[config.mk]
export PLATFORM = sky130hd
export DESIGN_NAME = bc_operand_feeder
export DESIGN_NICKNAME = d
export VERILOG_FILES = /design/src/rtl/bc_operand_feeder.sv
export SDC_FILE = /design/constraint.sdc
export NUM_CORES = 1
export LEC_CHECK = 0
export CAP_MARGIN = 40
export CORE_AREA = 2 2 110 112
export CTS_CLUSTER_DIAMETER = 80
export DETAILED_ROUTE_END_ITERATION = 6
export DIE_AREA = 0 0 112 114
export GPL_TIMING_DRIVEN = 1
export PLACE_DENSITY = 0.8
export SLEW_MARGIN = 0
export SYNTH_ARGS = -nofsm -noshare
export SYNTH_HDL_FRONTEND = slang
export SYNTH_SLANG_ARGS = --single-unit
[constraint.sdc]
create_clock -name clk_i -period 4.4 [get_ports clk_i]
set_clock_uncertainty 0.1 [all_clocks]
set_input_delay 1.32 -clock clk_i [delete_from_list [all_inputs] [get_ports clk_i]]
set_output_delay 1.32 -clock clk_i [all_outputs]
set_load 0.1 [all_outputs]
[src/rtl/bc_operand_feeder.sv]
// Lane-0 broadcast operand feeder. It pops fp32 scalars from the broadcast buffer and replays
// each one, duplicated into both 32-bit halves, for a configured number of operand beats.
module bc_operand_feeder #(
    parameter int unsigned MAX_BLEN = 32,
    parameter int unsigned RepW     = 16,
    localparam int unsigned BlenW   = $clog2(MAX_BLEN) + 1
) (
    input  logic             clk_i,
    input  logic             rst_ni,
    input  logic             cfg_valid_i,
    output logic             cfg_ready_o,
    input  logic [BlenW-1:0] cfg_blen_i,
    input  logic [RepW-1:0]  cfg_reps_i,
    input  logic             bc_valid_i,
    input  logic [63:0]      bc_data_i,
    output logic             bc_ready_o,
    output logic             bc_invalidate_o,
    output logic             opnd_valid_o,
    input  logic             opnd_ready_i,
    output logic [63:0]      opnd_data_o,
    output logic             opnd_last_o,
    output logic             done_o
);

    typedef enum logic [2:0] {StIdle, StFetch, StIssue, StInval, StZero} state_e;

    state_e           state_q, state_d;
    logic [31:0]      data_q, data_d;
    logic [RepW-1:0]  rep_q, rep_d, reps_q, reps_d;
    logic [BlenW-1:0] elem_q, elem_d, blen_q, blen_d;
    logic [BlenW-1:0] blen_sat;
    logic             last_rep, last_elem, prefetch;
    logic             unused_bc_hi;

    assign unused_bc_hi = ^bc_data_i[63:32];

    assign blen_sat  = (cfg_blen_i > BlenW'(MAX_BLEN)) ? BlenW'(MAX_BLEN) : cfg_blen_i;
    assign last_rep  = (rep_q == reps_q - RepW'(1));
    assign last_elem = (elem_q == blen_q - BlenW'(1));
    // Pop the next scalar while the final beat of the current one is accepted: no bubble.
    assign prefetch  = (state_q == StIssue) && opnd_ready_i && last_rep && !last_elem;

    assign cfg_ready_o     = (state_q == StIdle);
    assign bc_ready_o      = (state_q == StFetch) || (state_q == StInval) || prefetch;
    assign bc_invalidate_o = (state_q == StInval);
    assign opnd_valid_o    = (state_q == StIssue);
    assign opnd_data_o     = {data_q, data_q};
    assign opnd_last_o     = (state_q == StIssue) && last_rep && last_elem;
    assign done_o          = (state_q == StInval) || (state_q == StZero);

    always_comb begin
        state_d = state_q;
        data_d  = data_q;
        rep_d   = rep_q;
        elem_d  = elem_q;
        blen_d  = blen_q;
        reps_d  = reps_q;
        case (state_q)
            StIdle: begin
                if (cfg_valid_i) begin
                    if (blen_sat == '0 || cfg_reps_i == '0) begin
                        state_d = StZero;
                    end else begin
                        blen_d  = blen_sat;
                        reps_d  = cfg_reps_i;
                        rep_d   = '0;
                        elem_d  = '0;
                        state_d = StFetch;
                    end
                end
            end
            StFetch: begin
                if (bc_valid_i) begin
                    data_d  = bc_data_i[31:0];
                    rep_d   = '0;
                    state_d = StIssue;
                end
            end
            StIssue: begin
                if (opnd_ready_i) begin
                    rep_d = rep_q + RepW'(1);
                    if (last_rep) begin
                        elem_d = elem_q + BlenW'(1);
                        if (last_elem) begin
                            state_d = StInval;
                        end else if (bc_valid_i) begin
                            data_d = bc_data_i[31:0];
                            rep_d  = '0;
                        end else begin
                            state_d = StFetch;
                        end
                    end
                end
            end
            StInval, StZero: state_d = StIdle;
            default:         state_d = StIdle;
        endcase
    end

    always_ff @(posedge clk_i or negedge rst_ni) begin
        if (!rst_ni) begin
            state_q <= StIdle;
            data_q  <= '0;
            rep_q   <= '0;
            elem_q  <= '0;
            blen_q  <= '0;
            reps_q  <= '0;
        end else begin
            state_q <= state_d;
            data_q  <= data_d;
            rep_q   <= rep_d;
            elem_q  <= elem_d;
            blen_q  <= blen_d;
            reps_q  <= reps_d;
        end
    end

endmodule

==> impl_results.html <==
<table>
<tr><th>Metric</th><th>Value</th></tr>
<tr><th colspan="2">Run status</th></tr>
<tr><td>Status</td><td>complete, but fails checks</td></tr>
<tr><td>Violations in the final reports</td><td>setup timing</td></tr>
<tr><th colspan="2">Setup path</th></tr>
<tr><td>Crit path from</td><td>reps_q[1]$_DFFE_PN0P_</td></tr>
<tr><td>Maximum fanout count along the critical path</td><td>4</td></tr>
<tr><td>Endpoint type of the worst setup path</td><td>primary output</td></tr>
<tr><td>CP required</td><td>2.98 ns</td></tr>
<tr><td>Arrival time of the worst setup path</td><td>3.09 ns</td></tr>
<tr><td>R2R Path End</td><td>data_q[9]$_DFFE_PN0P_</td></tr>
<tr><td>Startpoint type of the worst setup path</td><td>flip-flop</td></tr>
<tr><td>Number of cells on the worst reg-to-reg path</td><td>11</td></tr>
<tr><td>Launch point of the worst reg-to-reg path</td><td>reps_q[1]$_DFFE_PN0P_</td></tr>
<tr><td>Slack of the worst reg-to-reg path</td><td>0.64 ns</td></tr>
<tr><td>Critical path class</td><td>reg2out</td></tr>
<tr><th colspan="2">GRT</th></tr>
<tr><td>GR peak layer</td><td>met2</td></tr>
<tr><td>M3 GR Usage</td><td>3.83%</td></tr>
<tr><td>Global-route track usage on met1</td><td>22.3%</td></tr>
<tr><td>Number of global-route vias before repair</td><td>3977</td></tr>
<tr><td>Aggregate global routing overflow</td><td>0</td></tr>
<tr><td>Met2 capacity usage during global routing</td><td>34.0%</td></tr>
<tr><td>Global-route wire length before repair</td><td>19.4 mm</td></tr>
<tr><td>Maximum number of pins on one net before global-route repair</td><td>45</td></tr>
<tr><td>Antenna violations before repair</td><td>0</td></tr>
<tr><td>All-layer global routing usage</td><td>18.9%</td></tr>
<tr><th colspan="2">Synth</th></tr>
<tr><td>Synthesized area</td><td>4530 um^2</td></tr>
<tr><td>Dominant combinational cell family by area after synthesis</td><td>simple AND/OR/NAND/NOR gates</td></tr>
<tr><td>Post-synth EDFFs</td><td>0</td></tr>
<tr><td>Flops &amp; latches, synth</td><td>79</td></tr>
<tr><td>Synthesized instance count</td><td>439</td></tr>
<tr><td>Share of synthesized cell area in full adder, half adder and majority cells</td><td>1.10%</td></tr>
<tr><td>Multiplexer area fraction after synthesis</td><td>14.4%</td></tr>
<tr><td>Main flop type after synthesis</td><td>sky130_fd_sc_hd__dfrtp_1</td></tr>
<tr><td>Post-synthesis average cell area</td><td>10.3 um^2</td></tr>
<tr><td>Synth warnings</td><td>0</td></tr>
<tr><td>Simple logic cell fraction of the synthesized area</td><td>18.5%</td></tr>
<tr><td>Synth async-reset ratio</td><td>100%</td></tr>
<tr><td>Synthesized-area fraction occupied by xor and xnor cells</td><td>6.96%</td></tr>
<tr><td>Share of the yosys chip area belonging to registers</td><td>43.6%</td></tr>
<tr><td>Number of nets in the synthesized netlist</td><td>534</td></tr>
<tr><td>Compound-Gate Fraction of Synth Area</td><td>7.57%</td></tr>
<tr><td>Netlist cell types</td><td>52</td></tr>
<tr><th colspan="2">Route</th></tr>
<tr><td>Post-detailed-routing wire length</td><td>11.7 mm</td></tr>
<tr><td>Overall via count from detail_route</td><td>3886</td></tr>
<tr><td>Average wire length per cell after detail routing</td><td>15.4 um</td></tr>
<tr><td>Antenna-violating nets left</td><td>0</td></tr>
<tr><td>Vias per inst</td><td>5.11</td></tr>
<tr><td>Initial DRC count</td><td>252</td></tr>
<tr><td>DRC</td><td>0</td></tr>
<tr><td>First-pass iteration count of the detailed router</td><td>4</td></tr>
<tr><th colspan="2">Placement</th></tr>
<tr><td>Count of port buffers added during placement</td><td>128</td></tr>
<tr><td>Routability-driven placement congestion ratio</td><td>0.883</td></tr>
<tr><td>Final HPWL from detailed placement</td><td>9.19 mm</td></tr>
<tr><td>Area after DPL</td><td>6790 um^2</td></tr>
<tr><th colspan="2">Floorplan</th></tr>
<tr><td>Placement Rows</td><td>40</td></tr>
<tr><td>I/O pin count</td><td>161</td></tr>
<tr><td>Initial Utilization</td><td>38.7%</td></tr>
<tr><td>X dimension of the die</td><td>112 um</td></tr>
<tr><td>Core region area</td><td>11700 um^2</td></tr>
<tr><td>Die ar.</td><td>12800 um^2</td></tr>
<tr><td>Die Y</td><td>114 um</td></tr>
<tr><th colspan="2">Timing</th></tr>
<tr><td>Worst slew margin relative to its limit</td><td>65.7%</td></tr>
<tr><td>Total setup violations reported at the end of the flow</td><td>2</td></tr>
<tr><td>Highest clock rate</td><td>221 MHz</td></tr>
<tr><td>Minimum period implied by the final worst setup slack</td><td>4.51 ns</td></tr>
<tr><td>Share of the clock period used by the worst path after layout</td><td>103%</td></tr>
<tr><td>Worst setup slack after layout</td><td>-0.115 ns</td></tr>
<tr><td>Setup repair after global routing missed its margin</td><td>yes</td></tr>
<tr><td>Final slew viol count</td><td>0</td></tr>
<tr><td>Number of endpoints with negative hold slack in the final report</td><td>0</td></tr>
<tr><td>Transition time at the pin with the least slew margin</td><td>0.508 ns</td></tr>
<tr><th colspan="2">Run</th></tr>
<tr><td>Number of maximum-capacitance constraint violations</td><td>0</td></tr>
<tr><th colspan="2">Final layout</th></tr>
<tr><td>Number of nets in the finished design</td><td>704</td></tr>
<tr><td>Number of filler cells placed in the layout</td><td>908</td></tr>
<tr><td>Antenna diode instance count</td><td>0</td></tr>
<tr><td>Share of layout cells above drive strength 1</td><td>27.2%</td></tr>
<tr><td>Finished Cell Area</td><td>7250 um^2</td></tr>
<tr><td>Synth-to-Final Area Change</td><td>60.0%</td></tr>
<tr><th colspan="2">Clock tree</th></tr>
<tr><td>TritonCTS Sinks</td><td>79</td></tr>
<tr><td>Clock latency on the worst-skew pair</td><td>0.34 ns</td></tr>
<tr><td>Total CTS buffers</td><td>9</td></tr>
<tr><td>Level count of the clock H-tree</td><td>3</td></tr>
<tr><td>Buffer type at the clock tree root</td><td>sky130_fd_sc_hd__clkbuf_16</td></tr>
<tr><td>Number of hold buffers added after CTS</td><td>0</td></tr>
<tr><td>Maximum number of buffers from clock root to sink</td><td>2</td></tr>
<tr><td>Worst-path clk slew</td><td>0.06 ns</td></tr>
<tr><td>CTS tree</td><td>done</td></tr>
<tr><th colspan="2">Min path</th></tr>
<tr><td>Number of cells on the worst hold path</td><td>2</td></tr>
<tr><td>Class of the worst hold path</td><td>reg2reg</td></tr>
<tr><td>Min-delay src</td><td>blen_q[1]$_DFFE_PN0P_</td></tr>
<tr><td>Worst-case hold path end point</td><td>blen_q[1]$_DFFE_PN0P_</td></tr>
</table>
-- Yosys cell counts, types with 7 or more instances --
cell type,number,area (um^2)
sky130_fd_sc_hd__a21oi_1,9,45.0
sky130_fd_sc_hd__buf_4,32,240
sky130_fd_sc_hd__clkbuf_1,13,48.8
sky130_fd_sc_hd__dfrtp_1,79,1980
sky130_fd_sc_hd__inv_1,8,30.0
sky130_fd_sc_hd__mux2_2,48,541
sky130_fd_sc_hd__mux2i_1,9,90.1
sky130_fd_sc_hd__nand2_1,32,120
sky130_fd_sc_hd__nand2b_1,12,75.1
sky130_fd_sc_hd__nand3_1,15,75.1
sky130_fd_sc_hd__nand4_1,7,43.8
sky130_fd_sc_hd__nor2_1,32,120
sky130_fd_sc_hd__nor3_1,9,45.0
sky130_fd_sc_hd__nor4_1,11,68.8
sky130_fd_sc_hd__o21ai_0,13,65.1
sky130_fd_sc_hd__xnor2_1,27,236
sky130_fd_sc_hd__xor2_1,9,78.8
-- cell families (layout without fill, tap and decap cells) --
| group | after synthesis | after routing |
|---|---|---|
| flops | 79 | 79 |
| simple gates | 156 | 156 |
| mux | 59 | 59 |
| fa+ha+maj | 4 | 4 |
| xor+xnor | 36 | 36 |
| buf+inv | 56 | 231 |
| compound gates | 49 | 49 |
-- final cells by class --
| type | instances | area (um^2) | area share (%) |
|---|---|---|---|
| timing repair buffer | 207 | 2400 | 33.1 |
| tap | 147 | 184 | 2.54 |
| inverter | 8 | 30.0 | 0.414 |
| sequential | 79 | 1980 | 27.3 |
| clock inverter | 7 | 166 | 2.30 |
| clock buffer | 9 | 225 | 3.11 |
| multi-input combinational | 304 | 2260 | 31.2 |
-- through the flow --
step / cells / hold WS [ns] / TNS (ns) / utilization [%] / worst slack [ns]
4_1_cts: 760 / 0.436 / -0.165 / 61.6 / -0.0908
5_1_grt: 761 / 0.459 / -0.392 / 61.9 / -0.208
2_1_floorplan: 439 / 0.372 / 0 / - / 0.0558
3_3_place_gp: 675 / 0.396 / 0 / 49.4 / 0.190
3_5_place_dp: 740 / 0.423 / 0 / 58.0 / 0.125
6_report: 761 / 0.428 / -0.191 / 61.9 / -0.115
-- worst max path at each step --
stage,cells past startpoint,slack (ns),endpoint
5_1_grt,10,-0.21,bc_ready_o
3_5_place_dp,9,0.12,bc_ready_o
6_report,10,-0.11,bc_ready_o
3_3_place_gp,10,0.19,bc_ready_o
4_1_cts,10,-0.09,bc_ready_o
2_1_floorplan,9,0.06,bc_ready_o
-- layer usage --
metal,vias to the layer above,share of wire (%)
li1,1866,-
met1,1839,41
met2,158,51
met3,23,5.7
met4,0,2.4
met5,-,0
-- timing repair --
| action | in CTS | in global routing |
|---|---|---|
| endpoints found under the hold margin | 0 | 0 |
| setup buffers | 4 | 1 |
| endpoints found under the setup margin | 2 | 2 |
| resized for setup | 2 | 4 |
| pin swaps | 2 | 2 |
-- placed cells by master, fill, tap and decap left out, types with 8 or more instances in the layout --
| cell | count |
|---|---|
| sky130_fd_sc_hd__xnor2_1 | 27 |
| sky130_fd_sc_hd__nor2_1 | 31 |
| sky130_fd_sc_hd__xor2_1 | 9 |
| sky130_fd_sc_hd__a21oi_1 | 9 |
| sky130_fd_sc_hd__o21ai_0 | 13 |
| sky130_fd_sc_hd__mux2i_1 | 9 |
| sky130_fd_sc_hd__nand3_1 | 14 |
| sky130_fd_sc_hd__clkdlybuf4s50_1 | 121 |
| sky130_fd_sc_hd__buf_8 | 62 |
| sky130_fd_sc_hd__inv_1 | 8 |
| sky130_fd_sc_hd__clkbuf_16 | 9 |
| sky130_fd_sc_hd__dfrtp_1 | 79 |
| sky130_fd_sc_hd__buf_4 | 19 |
| sky130_fd_sc_hd__nor4_1 | 11 |
| sky130_fd_sc_hd__nand2_1 | 32 |
| sky130_fd_sc_hd__nand2b_1 | 12 |
| sky130_fd_sc_hd__mux2_2 | 48 |
-- flip-flops by register name (all words and copies together), names as in the netlist --
signal / flops
blen_q: 6
data_q: 32
elem_q: 6
rep_q: 16
reps_q: 16
state_q: 3
-- critical path: stages (launching register included) --
cell and delay, ns:
sky130_fd_sc_hd__dfrtp_1 0.39, sky130_fd_sc_hd__inv_1 0.08, sky130_fd_sc_hd__ha_2 0.17, sky130_fd_sc_hd__or4b_4 0.50
sky130_fd_sc_hd__or4_4 0.44, sky130_fd_sc_hd__and2_4 0.18, sky130_fd_sc_hd__nor3_2 0.09, sky130_fd_sc_hd__nand3_1 0.08
sky130_fd_sc_hd__or4_4 0.47, sky130_fd_sc_hd__o22ai_4 0.15, sky130_fd_sc_hd__buf_12 0.20
Power is left out: the tool's default activity adds up to more than one toggle a clock period on the data nets, which glitch-free logic cannot reach.
